File: src/rtl/uart_cmd_framer_pkg.sv
// -----------------------------------------------------------------------------
// uart_cmd_pkg
// Shared constants for the UART command framer: default sync marker, FSM
// state encodings, error-counter width and frame overhead sizes.
// -----------------------------------------------------------------------------
package uart_cmd_pkg;

   // Frame start marker used when the instantiating level does not override it.
   localparam logic [7:0] DEFAULT_SYNC_BYTE = 8'hA5;

   // FSM state encodings.
   localparam logic [2:0] S_HUNT    = 3'd0;
   localparam logic [2:0] S_OPCODE  = 3'd1;
   localparam logic [2:0] S_LEN     = 3'd2;
   localparam logic [2:0] S_PAYLOAD = 3'd3;
   localparam logic [2:0] S_CHK     = 3'd4;

   // Width of every saturating debug error counter.
   localparam int ERR_CNT_W = 16;

   // Frame overhead: SYNC + OPCODE + LEN in front, one CHK byte at the end.
   localparam int HDR_BYTES = 3;
   localparam int CHK_BYTES = 1;

   // Total bytes on the wire for a frame carrying len payload bytes.
   function automatic int frame_bytes(input int len);
      return HDR_BYTES + len + CHK_BYTES;
   endfunction

endpackage

File: src/rtl/uart_cmd_framer_if.sv
// -----------------------------------------------------------------------------
// uart_cmd_framer_if
// Bundles the byte stream coming from the UART receiver and the command
// valid/ready output channel of the framer.
//   rx_data/rx_valid : received byte and its one-cycle strobe
//   cmd_valid/ready  : command register handshake
//   cmd_opcode       : frame opcode
//   cmd_len          : payload byte count
//   cmd_payload      : byte i at [8i+7:8i], unused bytes zero
// Modports:
//   master : the framer (consumes rx, produces commands)
//   slave  : the surrounding logic (produces rx, consumes commands)
// -----------------------------------------------------------------------------
interface uart_cmd_framer_if #(
   parameter int MAX_LEN = 8
);
   logic [7:0]           rx_data;
   logic                 rx_valid;
   logic                 cmd_valid;
   logic                 cmd_ready;
   logic [7:0]           cmd_opcode;
   logic [4:0]           cmd_len;
   logic [8*MAX_LEN-1:0] cmd_payload;

   modport master (
      input  rx_data, rx_valid, cmd_ready,
      output cmd_valid, cmd_opcode, cmd_len, cmd_payload
   );

   modport slave (
      output rx_data, rx_valid, cmd_ready,
      input  cmd_valid, cmd_opcode, cmd_len, cmd_payload
   );
endinterface

File: src/rtl/uart_cmd_framer_sat_counter.sv
// -----------------------------------------------------------------------------
// sat_counter
// Up-counter that sticks at all-ones instead of wrapping.
//   clk   : clock
//   rst   : synchronous active-high reset, clears the count
//   inc   : add one this cycle (ignored once saturated)
//   count : current value
// -----------------------------------------------------------------------------
module sat_counter
   import uart_cmd_pkg::*;
#(
   parameter int WIDTH = ERR_CNT_W
) (
   input  logic             clk,
   input  logic             rst,
   input  logic             inc,
   output logic [WIDTH-1:0] count
);

   // NOTE: registers are written with non-blocking assignments so every flop
   // samples pre-edge values regardless of statement order.
   always_ff @(posedge clk) begin
      if (rst) begin
         count <= '0;
      end else if (inc && (count != '1)) begin
         count <= count + WIDTH'(1);
      end
   end

endmodule

File: src/rtl/uart_cmd_framer.sv
// -----------------------------------------------------------------------------
// uart_cmd_framer
// Hunts for SYNC in the UART byte stream, assembles length-prefixed,
// XOR-checked frames in a shadow register set and hands each good frame to
// the host through a one-deep valid/ready command register.
//   clk          : clock, all logic on posedge
//   rst          : synchronous active-high reset
//   bus          : rx byte stream in, command channel out (master modport)
//   err_chk_cnt  : frames with a checksum mismatch
//   err_len_cnt  : frames whose LEN exceeds MAX_LEN
//   err_tmo_cnt  : frames abandoned by the inter-byte timeout
//   err_drop_cnt : good frames lost because the command register was full
//   busy         : high while a frame is being assembled
// -----------------------------------------------------------------------------
module uart_cmd_framer
   import uart_cmd_pkg::*;
#(
   parameter int         MAX_LEN      = 8,
   parameter int         TIMEOUT_CLKS = 125_000,
   parameter logic [7:0] SYNC_BYTE    = DEFAULT_SYNC_BYTE
) (
   input  logic                 clk,
   input  logic                 rst,
   uart_cmd_framer_if.master    bus,
   output logic [ERR_CNT_W-1:0] err_chk_cnt,
   output logic [ERR_CNT_W-1:0] err_len_cnt,
   output logic [ERR_CNT_W-1:0] err_tmo_cnt,
   output logic [ERR_CNT_W-1:0] err_drop_cnt,
   output logic                 busy
);

   localparam int                PL_W      = 8 * MAX_LEN;
   localparam int                TMO_W     = $clog2(TIMEOUT_CLKS + 1);
   localparam logic [TMO_W-1:0]  TMO_LAST  = TMO_W'(TIMEOUT_CLKS - 1);
   localparam logic [7:0]        MAX_LEN_B = 8'(MAX_LEN);

   logic [2:0]       state;
   logic [TMO_W-1:0] tmo_cnt;

   // Assembly shadow.
   logic [7:0]       opcode_sh;
   logic [4:0]       len_sh;
   logic [PL_W-1:0]  payload_sh;
   logic [4:0]       idx;
   logic [7:0]       xor_acc;

   // Command register.
   logic             cmd_valid_q;
   logic [7:0]       cmd_opcode_q;
   logic [4:0]       cmd_len_q;
   logic [PL_W-1:0]  cmd_payload_q;

   // Per-cycle decisions.
   logic tmo_hit;
   logic len_err;
   logic last_byte;
   logic load;
   logic err_chk;
   logic err_len;
   logic err_drop;

   assign len_err   = bus.rx_data > MAX_LEN_B;
   assign last_byte = (idx + 5'd1) == len_sh;

   // NOTE: every signal assigned here gets a default first, so no path
   // through the case leaves it unassigned and infers a latch.
   always_comb begin
      tmo_hit  = 1'b0;
      load     = 1'b0;
      err_chk  = 1'b0;
      err_len  = 1'b0;
      err_drop = 1'b0;

      // A byte arriving on the terminal count wins over the timeout.
      if ((state != S_HUNT) && !bus.rx_valid && (tmo_cnt == TMO_LAST)) begin
         tmo_hit = 1'b1;
      end

      if (bus.rx_valid) begin
         case (state)
            S_LEN: err_len = len_err;
            S_CHK: begin
               if (bus.rx_data != xor_acc) begin
                  err_chk = 1'b1;
               end else if (!cmd_valid_q || bus.cmd_ready) begin
                  load = 1'b1;
               end else begin
                  err_drop = 1'b1;
               end
            end
            default: ;
         endcase
      end
   end

   // NOTE: the shadow set has no reset: OPCODE and LEN always rewrite it
   // before a frame can reach CHK, and outputs only change on a load.
   always_ff @(posedge clk) begin
      if (bus.rx_valid) begin
         case (state)
            S_OPCODE: begin
               opcode_sh <= bus.rx_data;
               xor_acc   <= bus.rx_data;
            end
            S_LEN: begin
               len_sh     <= bus.rx_data[4:0];
               xor_acc    <= xor_acc ^ bus.rx_data;
               idx        <= '0;
               payload_sh <= '0;
            end
            S_PAYLOAD: begin
               payload_sh[8*idx +: 8] <= bus.rx_data;
               xor_acc                <= xor_acc ^ bus.rx_data;
               idx                    <= idx + 5'd1;
            end
            default: ;
         endcase
      end
   end

   // FSM, inter-byte timer and command register.
   always_ff @(posedge clk) begin
      if (rst) begin
         state         <= S_HUNT;
         tmo_cnt       <= '0;
         cmd_valid_q   <= 1'b0;
         cmd_opcode_q  <= '0;
         cmd_len_q     <= '0;
         cmd_payload_q <= '0;
      end else begin
         // Timer idles at zero while hunting; any byte restarts it.
         if (bus.rx_valid || (state == S_HUNT) || tmo_hit) begin
            tmo_cnt <= '0;
         end else begin
            tmo_cnt <= tmo_cnt + TMO_W'(1);
         end

         if (tmo_hit) begin
            state <= S_HUNT;
         end else if (bus.rx_valid) begin
            case (state)
               S_HUNT: begin
                  if (bus.rx_data == SYNC_BYTE) state <= S_OPCODE;
               end
               S_OPCODE: state <= S_LEN;
               S_LEN: begin
                  if (len_err)                   state <= S_HUNT;
                  else if (bus.rx_data == 8'd0)  state <= S_CHK;
                  else                           state <= S_PAYLOAD;
               end
               S_PAYLOAD: begin
                  if (last_byte) state <= S_CHK;
               end
               default: state <= S_HUNT;   // S_CHK and unused encodings
            endcase
         end

         // A load in the same cycle as a handshake keeps valid high.
         if (load) begin
            cmd_valid_q   <= 1'b1;
            cmd_opcode_q  <= opcode_sh;
            cmd_len_q     <= len_sh;
            cmd_payload_q <= payload_sh;
         end else if (cmd_valid_q && bus.cmd_ready) begin
            cmd_valid_q <= 1'b0;
         end
      end
   end

   assign bus.cmd_valid   = cmd_valid_q;
   assign bus.cmd_opcode  = cmd_opcode_q;
   assign bus.cmd_len     = cmd_len_q;
   assign bus.cmd_payload = cmd_payload_q;
   assign busy            = state != S_HUNT;

   sat_counter #(.WIDTH(ERR_CNT_W)) u_err_chk (
      .clk(clk), .rst(rst), .inc(err_chk), .count(err_chk_cnt)
   );

   sat_counter #(.WIDTH(ERR_CNT_W)) u_err_len (
      .clk(clk), .rst(rst), .inc(err_len), .count(err_len_cnt)
   );

   sat_counter #(.WIDTH(ERR_CNT_W)) u_err_tmo (
      .clk(clk), .rst(rst), .inc(tmo_hit), .count(err_tmo_cnt)
   );

   sat_counter #(.WIDTH(ERR_CNT_W)) u_err_drop (
      .clk(clk), .rst(rst), .inc(err_drop), .count(err_drop_cnt)
   );

endmodule
File: src/flat_wrapper.sv
// flat-port wrapper written by rule: the top's interface ports become plain ports
module uart_cmd_framer_flat import uart_cmd_pkg::*;
#(
   parameter int         MAX_LEN      = 8,
   parameter int         TIMEOUT_CLKS = 125_000,
   parameter logic [7:0] SYNC_BYTE    = DEFAULT_SYNC_BYTE
)
  (clk, rst, err_chk_cnt, err_len_cnt, err_tmo_cnt, err_drop_cnt, busy, bus_rx_data, bus_rx_valid, bus_cmd_ready, bus_cmd_valid, bus_cmd_opcode, bus_cmd_len, bus_cmd_payload);
  uart_cmd_framer_if #(.MAX_LEN(MAX_LEN)) bus_i ();
  input  logic clk;
  input  logic rst;
  output logic [ERR_CNT_W-1:0] err_chk_cnt;
  output logic [ERR_CNT_W-1:0] err_len_cnt;
  output logic [ERR_CNT_W-1:0] err_tmo_cnt;
  output logic [ERR_CNT_W-1:0] err_drop_cnt;
  output logic busy;
  input wire logic [$bits(bus_i.rx_data)-1:0] bus_rx_data;
  input wire logic [$bits(bus_i.rx_valid)-1:0] bus_rx_valid;
  input wire logic [$bits(bus_i.cmd_ready)-1:0] bus_cmd_ready;
  output wire logic [$bits(bus_i.cmd_valid)-1:0] bus_cmd_valid;
  output wire logic [$bits(bus_i.cmd_opcode)-1:0] bus_cmd_opcode;
  output wire logic [$bits(bus_i.cmd_len)-1:0] bus_cmd_len;
  output wire logic [$bits(bus_i.cmd_payload)-1:0] bus_cmd_payload;
  assign bus_i.rx_data = bus_rx_data;
  assign bus_i.rx_valid = bus_rx_valid;
  assign bus_i.cmd_ready = bus_cmd_ready;
  assign bus_cmd_valid = bus_i.cmd_valid;
  assign bus_cmd_opcode = bus_i.cmd_opcode;
  assign bus_cmd_len = bus_i.cmd_len;
  assign bus_cmd_payload = bus_i.cmd_payload;
  uart_cmd_framer #(.MAX_LEN(MAX_LEN), .TIMEOUT_CLKS(TIMEOUT_CLKS), .SYNC_BYTE(SYNC_BYTE)) u_core (.clk(clk), .rst(rst), .bus(bus_i), .err_chk_cnt(err_chk_cnt), .err_len_cnt(err_len_cnt), .err_tmo_cnt(err_tmo_cnt), .err_drop_cnt(err_drop_cnt), .busy(busy));
endmodule
File: config.mk
export PLATFORM = sky130hd
export DESIGN_NAME = uart_cmd_framer_flat
export DESIGN_NICKNAME = d
export VERILOG_FILES = /design/src/rtl/uart_cmd_framer_pkg.sv /design/src/rtl/uart_cmd_framer_if.sv /design/src/rtl/uart_cmd_framer_sat_counter.sv /design/src/rtl/uart_cmd_framer.sv /design/src/flat_wrapper.sv
export SDC_FILE = /design/constraint.sdc
export NUM_CORES = 1
export LEC_CHECK = 0
export ABC_AREA = 1
export CORE_ASPECT_RATIO = 0.7
export CORE_MARGIN = 2
export CORE_UTILIZATION = 25
export DETAILED_ROUTE_END_ITERATION = 10
export PLACE_DENSITY_LB_ADDON = 0.05
export SLEW_MARGIN = 5
export SYNTH_ARGS = -nofsm -noshare
export SYNTH_HDL_FRONTEND = slang
export SYNTH_SLANG_ARGS = --single-unit
File: constraint.sdc
create_clock -name clk -period 4.6 [get_ports clk]
set_input_delay 0.69 -clock clk [delete_from_list [all_inputs] [get_ports clk]]
set_output_delay 0.69 -clock clk [all_outputs]
set_load 0.05 [all_outputs]
* After elaboration in Yosys (flattened, before gate mapping)
Cells that the tools add are included.
Widths: inputs -> output; s select.
** Word-level totals
- Input bits :: 12
- Output and inout bits :: 143
- Register bits after elaboration :: 252
- Logic and storage cells :: 91
** Operators by class
- Shift operators :: 2
- Add/sub/neg operators :: 7
- Equality and inequality tests :: 14
- Bitwise logic cells :: 1
- $lt $le $gt $ge :: 1
- Multiplexer cells :: 25
- Reductions and logical operators :: 26
** Operators by type and width (count)
- $pmux 64 s2 :: 1
- $add 16x1->16 const B :: 4
- $bwmux 64 :: 1
- $ne 16x16->1 const B :: 4
- $shift 8x34->64 const A :: 1
- $shiftx 8x34->64 :: 1
- $neg 8->34 :: 1
- $add 17x1->17 const B :: 1
- $eq 17x17->1 const B :: 1
- $mux 1 :: 16
- $pmux 8 s2 :: 1
- $mux 3 :: 4
- $pmux 3 s4 :: 1
- $pmux 5 s2 :: 1
- $eq 8x8->1 const B :: 1
- $gt 8x4->1 const B :: 1
- $logic_not 8->1 :: 1
- $ne 8x8->1 :: 1
- $reduce_and 2->1 :: 4
- $xor 8x8->8 :: 1
- $logic_and 1x1->1 :: 7
- $eq 3x2->1 const B :: 2
- $reduce_bool 2->1 :: 3
- $reduce_or 2->1 :: 3
- 11 further kinds :: 14

* Longest topological paths before layout
- Depth in word-level cells :: 7
- Depth in mapped cells :: 15
- Gate-level depth less buffers :: 13

* By module
Synthesis repeated with hierarchy kept, for this count alone.
** Unflattened totals
- Cell total of the unflattened synthesis :: 1779
- Area total of the unflattened synthesis :: 12592.1 um2
** Modules (own cells, without submodules)
- uart_cmd_framer :: instances 1, area an instance 8873.5 um2, cells an instance 1183, sequential area each 4664.5 um2
- sat_counter :: instances 4, area an instance 929.6 um2, cells an instance 149, sequential area each 320.3 um2

* Least setup slack after synthesis
No wires, ideal clock.
- Path kind :: input -> register
- Start :: in bus_rx_valid
- End :: reg u_core.idx[0], enable pin
- Library setup time :: 497 ps
- Buffers on the path :: 1
- Stages :: 3
- Arrival :: 3820 ps
- Required time :: 4103 ps
- Path slack :: 283 ps
- Path through :: buf_4 -> inv_1 -> nor2_1
** On the way
- Word-level cells in the longest chain between the ends :: 1
** RTL lines
- start: declaration :: RTL line flat_wrapper.sv:18 : input wire logic [$bits(bus_i.rx_valid)-1:0] bus_rx_valid;
- $reduce_and 2->1 (no line)
- end signal: assignment :: RTL line uart_cmd_framer.sv:114 : idx <= idx + 5'd1;
- end: declaration :: RTL line uart_cmd_framer.sv:44 : logic [4:0] idx;
Every way passes these cells.
A chain may end at the register's enable or synchronous reset.

* Final worst setup path
- Start :: reg u_core.idx[0]
- End :: reg u_core.payload_sh[7] (data pin)
** On the way
- Word-level cells in the longest chain between the ends :: 4
- Elaborated cells between the ends (all ways) :: 5
- Those cells by class :: add/sub (1); shift (2); mux (2)
** RTL lines
- $neg 8->34 * :: RTL line uart_cmd_framer.sv:112 : payload_sh[8*idx +: 8] <= bus.rx_data;
- $shiftx 8x34->64 / $shift 8x34->64 (equally long branches) :: RTL line uart_cmd_framer.sv:112
- $bwmux 64 * :: RTL line uart_cmd_framer.sv:112
- $pmux 64 s2 * :: RTL line uart_cmd_framer.sv:100 : case (state)
- end signal: indexed assignment :: RTL line uart_cmd_framer.sv:112
- end: declaration :: RTL line uart_cmd_framer.sv:43 : logic [PL_W-1:0] payload_sh;
Mark *: on every way between the ends. The rest lies on a longest branch, timed or not.

==> results.md <==
Setup path:
- The reg-to-reg critical path endpoint is u_core.payload_sh[7]$_SDFFCE_PN0P_.
- The number of cells on the worst reg-to-reg path is 12.
- The worst-path maximum fanout is 15.
- Data on the critical path arrives at its endpoint at 3.41 ns.
- The internal reg-to-reg setup slack is 1.49 ns.
- The most used cell along the critical path is nor2_1.
- Data on the critical path is required at its endpoint by 4.91 ns.
- Walking the worst path, the cells encountered are inv_2, ha_1, inv_1, nor2_1, nand2_1, ha_1, inv_1, nand4_1, nor2_1, nand3_1, a21oi_1, nor2_1.
- Following the worst setup path forward leads to its endpoint at u_core.payload_sh[7]$_SDFFCE_PN0P_.
- STA classifies the critical path endpoint as a register.
- The worst setup path is of the reg -> reg kind.
- For this run, the slowest stage of the critical path takes 0.47 ns.
- In this run the critical register-to-register path is launched from u_core.idx[0]$_SDFFCE_PN0P_.
- The slowest stage of the critical path belongs to the cell nand3_1.
- The worst setup path is launched from a register.
- The source of the critical timing path is u_core.idx[0]$_SDFFCE_PN0P_.

Drt:
- The per-cell via count in the routed design is 4.472.
- The final route contains 10310 vias.
- The starting DRC count in detailed routing is 712.
- Dividing the detail-routed wire length by the instance count gives 16.48 um.
- The first TritonRoute pass finished after 5 iterations.
- The count of antenna-violating nets left after detailed routing is 0.
- The number of remaining DRC errors is 0.
- The routed wire length is 38.01 mm.

Timing:
- The largest clock skew in the final design is 0.01802 ns.
- The smallest clock period supported by the final layout is computed as 3.107 ns.
- The pin slew with the least headroom to its limit is 1.058 ns.
- The total count of max-transition violations in the final report is 0.
- The hold violation count in the final report is 0.
- The minimum setup slack in the final design is 1.493 ns.
- Static timing analysis puts the maximum clock frequency at 321.9 MHz.
- In this run the tightest slew margin relative to its limit is 29.47%.
- The worst path uses 67.54% of the clock period.
- The final count of negative-setup-slack endpoints is 0.
- Setup repair after global routing left no endpoint under its margin.
- Adding up every negative setup slack in the final design gives 0 ns.

Die:
- The x dimension of the die is 264.2 um.
- Pin placement for this block handled 155 I/O pins.
- The vertical die dimension is 186.1 um.
- In this run the core area contains 66 standard-cell rows.
- The initial utilization of the core area, before any placement, comes to 25.43%.
- The core footprint is 0.04657 sq mm.
- The die covers 0.04916 sq mm.

Logic synthesis:
- The number of distinct library cells after synthesis is 34.
- The number of enable-type register cells in the synthesized netlist is 90.
- The synthesized area divided by synthesized cell count is 7.716 sq um.
- The number of nets produced by synthesis is 1555.
- In this run the biggest area consumer among cell types represents 27.38% of the synthesized area.
- After synthesis the cells add up to 0.01184 sq mm.
- The Yosys step of the flow raised 0 warnings.
- Ranked by total cell area, the synthesized netlist is headed by dfxtp_1 27%, edfxtp_1 23%, nand2_1 9.3%.
- In this run, synthesis produced a sequential element count of 252.
- The cell count after synthesis is 1535.
- In the post-synthesis netlist, the cell with the most instances is nand2_1.
- The commonest cells after synthesis are 295 x nand2_1, 224 x nor2_1, 177 x inv_1.
- Sequential cells were found to cover 50.20% of the synthesized design area.
- The proportion of synthesized flip-flops having asynchronous set or reset is 0%.
- The cell accounting for the most synthesized area is dfxtp_1.
- Among all flip-flop cells after synthesis, the most frequent one is dfxtp_1.

CTS:
- The number of buffers on the longest clock path is 3.
- The root buffer cell chosen for the clock tree is clkbuf_16.
- Clock tree synthesis found a total of 252 sinks.
- TritonCTS built the clock tree.
- Buffers added to address setup during post-CTS repair amount to 0.
- Clock-pin slew was measured on the worst setup and hold paths at 0.07 ns.
- The number of buffers added by the clock tree synthesis step is 29.
- In this run the number of H-tree levels came out at 1.
- The clock reaches the later pin of the worst-skew pair after 0.57 ns.
- The number of buffers inserted by hold repair at cts is 0.
- The count of instances resized after the clock tree is built is 0.

Worst hold path:
- The min-delay analysis places its worst path in the category reg -> reg.
- The cell depth of the worst hold path is 1.

Finish:
- The number of diodes is 0.
- The count of nets after finishing is 1692.
- The layout cell share with drive strength beyond 1 is 4.427%.
- From synthesis to final layout, the design area changed by 25.50%.
- The share of the core filled with cells in the final layout is 31.91%.

Global routing:
- The first global-routing pass estimated 58.77 mm of wire.
- The number of antenna violations at the first check in global routing was 0.
- The overall fraction of global-route tracks in use is 15.23%.
- The residual overflow from global routing is 0.
- The via count of the first global-routing pass is 9706.
- The pin count of the biggest net entering global routing is 99.

Power:
- The worst-case IR drop observed on VDD is 0.2387 mV.
- Total power for the finished layout comes to 5.629 mW.
- The total power divided by cell area is 378.7 mW/mm^2.
- The total leakage power is 5.659 nW.

Placement:
- The detailed-placement wirelength estimate is 26.44 mm.
- Input and output buffers added on the ports amount to 154.
- The worst setup slack before clock tree synthesis is 1.226 ns.
- The congestion estimate from routability-driven global placement came to 0.8226.

Flow run:
- Max-cap violations in this run came to 0.

Outcome:
- The run finished with clean final reports.
[layout make-up]
type                       instances  area, sq um
inverter                         188        705.7
clock inverter                    14        88.84
timing repair buffer             164         1637
fill                            5036        31710
multi-input combinational       1037         4928
sequential                       252         5946
tap                              612        765.7
clock buffer                      39        793.3
[worst min path at each step]
stage | startpoint | end
3_3_place_gp | u_core.tmo_cnt[0]$_SDFF_PP0_ | u_core.tmo_cnt[0]$_SDFF_PP0_
3_5_place_dp | u_core.tmo_cnt[0]$_SDFF_PP0_ | u_core.tmo_cnt[0]$_SDFF_PP0_
4_1_cts | u_core.tmo_cnt[0]$_SDFF_PP0_ | u_core.tmo_cnt[0]$_SDFF_PP0_
2_1_floorplan | u_core.tmo_cnt[0]$_SDFF_PP0_ | u_core.tmo_cnt[0]$_SDFF_PP0_
6_report | u_core.tmo_cnt[0]$_SDFF_PP0_ | u_core.tmo_cnt[0]$_SDFF_PP0_
5_1_grt | u_core.tmo_cnt[0]$_SDFF_PP0_ | u_core.tmo_cnt[0]$_SDFF_PP0_
[through the flow]
stage | hold slack (ns) | instance area [sq um] | std cells
after global placement | 0.4297 | 13980 | 2253
after detailed placement | 0.4402 | 13980 | 2253
after floorplan | 0.4175 | 11840 | 1535
after CTS | 0.4520 | 14860 | 2306
final | 0.4445 | 14860 | 2306
after global routing | 0.4732 | 14860 | 2306
[cells in the final DEF, fill, tap and decap left out]
| cell type | count |
|---|---|
| nand2_1 | 295 |
| nor3_1 | 40 |
| nor3_4 | 3 |
| nand3_1 | 72 |
| and3_1 | 1 |
| buf_2 | 1 |
| clkbuf_8 | 3 |
| buf_4 | 8 |
| nor3b_1 | 17 |
| clkinvlp_4 | 1 |
| a21oi_1 | 146 |
| nand4_1 | 31 |
| nor4_1 | 2 |
| bufinv_16 | 1 |
| a31oi_1 | 1 |
| nor2_2 | 4 |
| inv_2 | 11 |
| xnor2_1 | 10 |
| ha_1 | 8 |
| clkinv_2 | 5 |
| nand3_2 | 4 |
| clkdlybuf4s50_1 | 153 |
| o21a_1 | 1 |
| o21ai_0 | 141 |
| clkbuf_16 | 29 |
| nor2_1 | 223 |
| a22oi_1 | 2 |
| edfxtp_1 | 90 |
| nor2_4 | 2 |
| clkinv_1 | 7 |
| nand2_2 | 1 |
| buf_12 | 2 |
| clkbuf_1 | 7 |
| dfxtp_1 | 162 |
| o31ai_1 | 1 |
| inv_1 | 177 |
| xor2_1 | 32 |
[where the power goes]
group          internal [mW]  switching [mW]  total, mW
clock network           1.25           0.969       2.22
logic                  0.209           0.617      0.826
registers               2.50          0.0834       2.58
[registers in the layout (all words and copies together), names as in the netlist]
register,flops
u_core.bus.cmd_payload,64
u_core.payload_sh,64
u_core.tmo_cnt,17
u_core.u_err_chk.count,16
u_core.u_err_drop.count,16
u_core.u_err_len.count,16
u_core.u_err_tmo.count,16
u_core.bus.cmd_opcode,8
u_core.opcode_sh,8
u_core.xor_acc,8
u_core.bus.cmd_len,5
u_core.idx,5
u_core.len_sh,5
u_core.state,3
u_core.bus.cmd_valid,1
[routing by layer]
layer | track usage, % | vias to the layer above | wire, um
li1 | - | 5303 | -
met1 | 24.31 | 4790 | 21080
met2 | 20.95 | 181 | 14600
met3 | 2.606 | 39 | 1715
met4 | 2.955 | 0 | 615
met5 | 0 | - | 0
[logic make-up (layout without fill, tap and decap cells)]
logic type,Yosys count,in the layout,share of synthesized area (%)
simple gates,695,695,25.11
compound gates,292,292,12.43
flops,252,252,50.20
buf+inv,246,405,8.303
xor+xnor,42,42,3.106
fa+ha+maj,8,8,0.8452
[worst max-delay path: cells and delay by family (launching register included)]
family | cells | cell delay [ns]
AO/OA/AOI/OAI | 1 | 0.44
adder cells (fa/ha/maj) | 2 | 0.58
buffers and inverters | 3 | 0.44
flip-flops | 1 | 0.42
AND/OR/NAND/NOR | 6 | 0.97
Power figures use the tool's default switching activity.
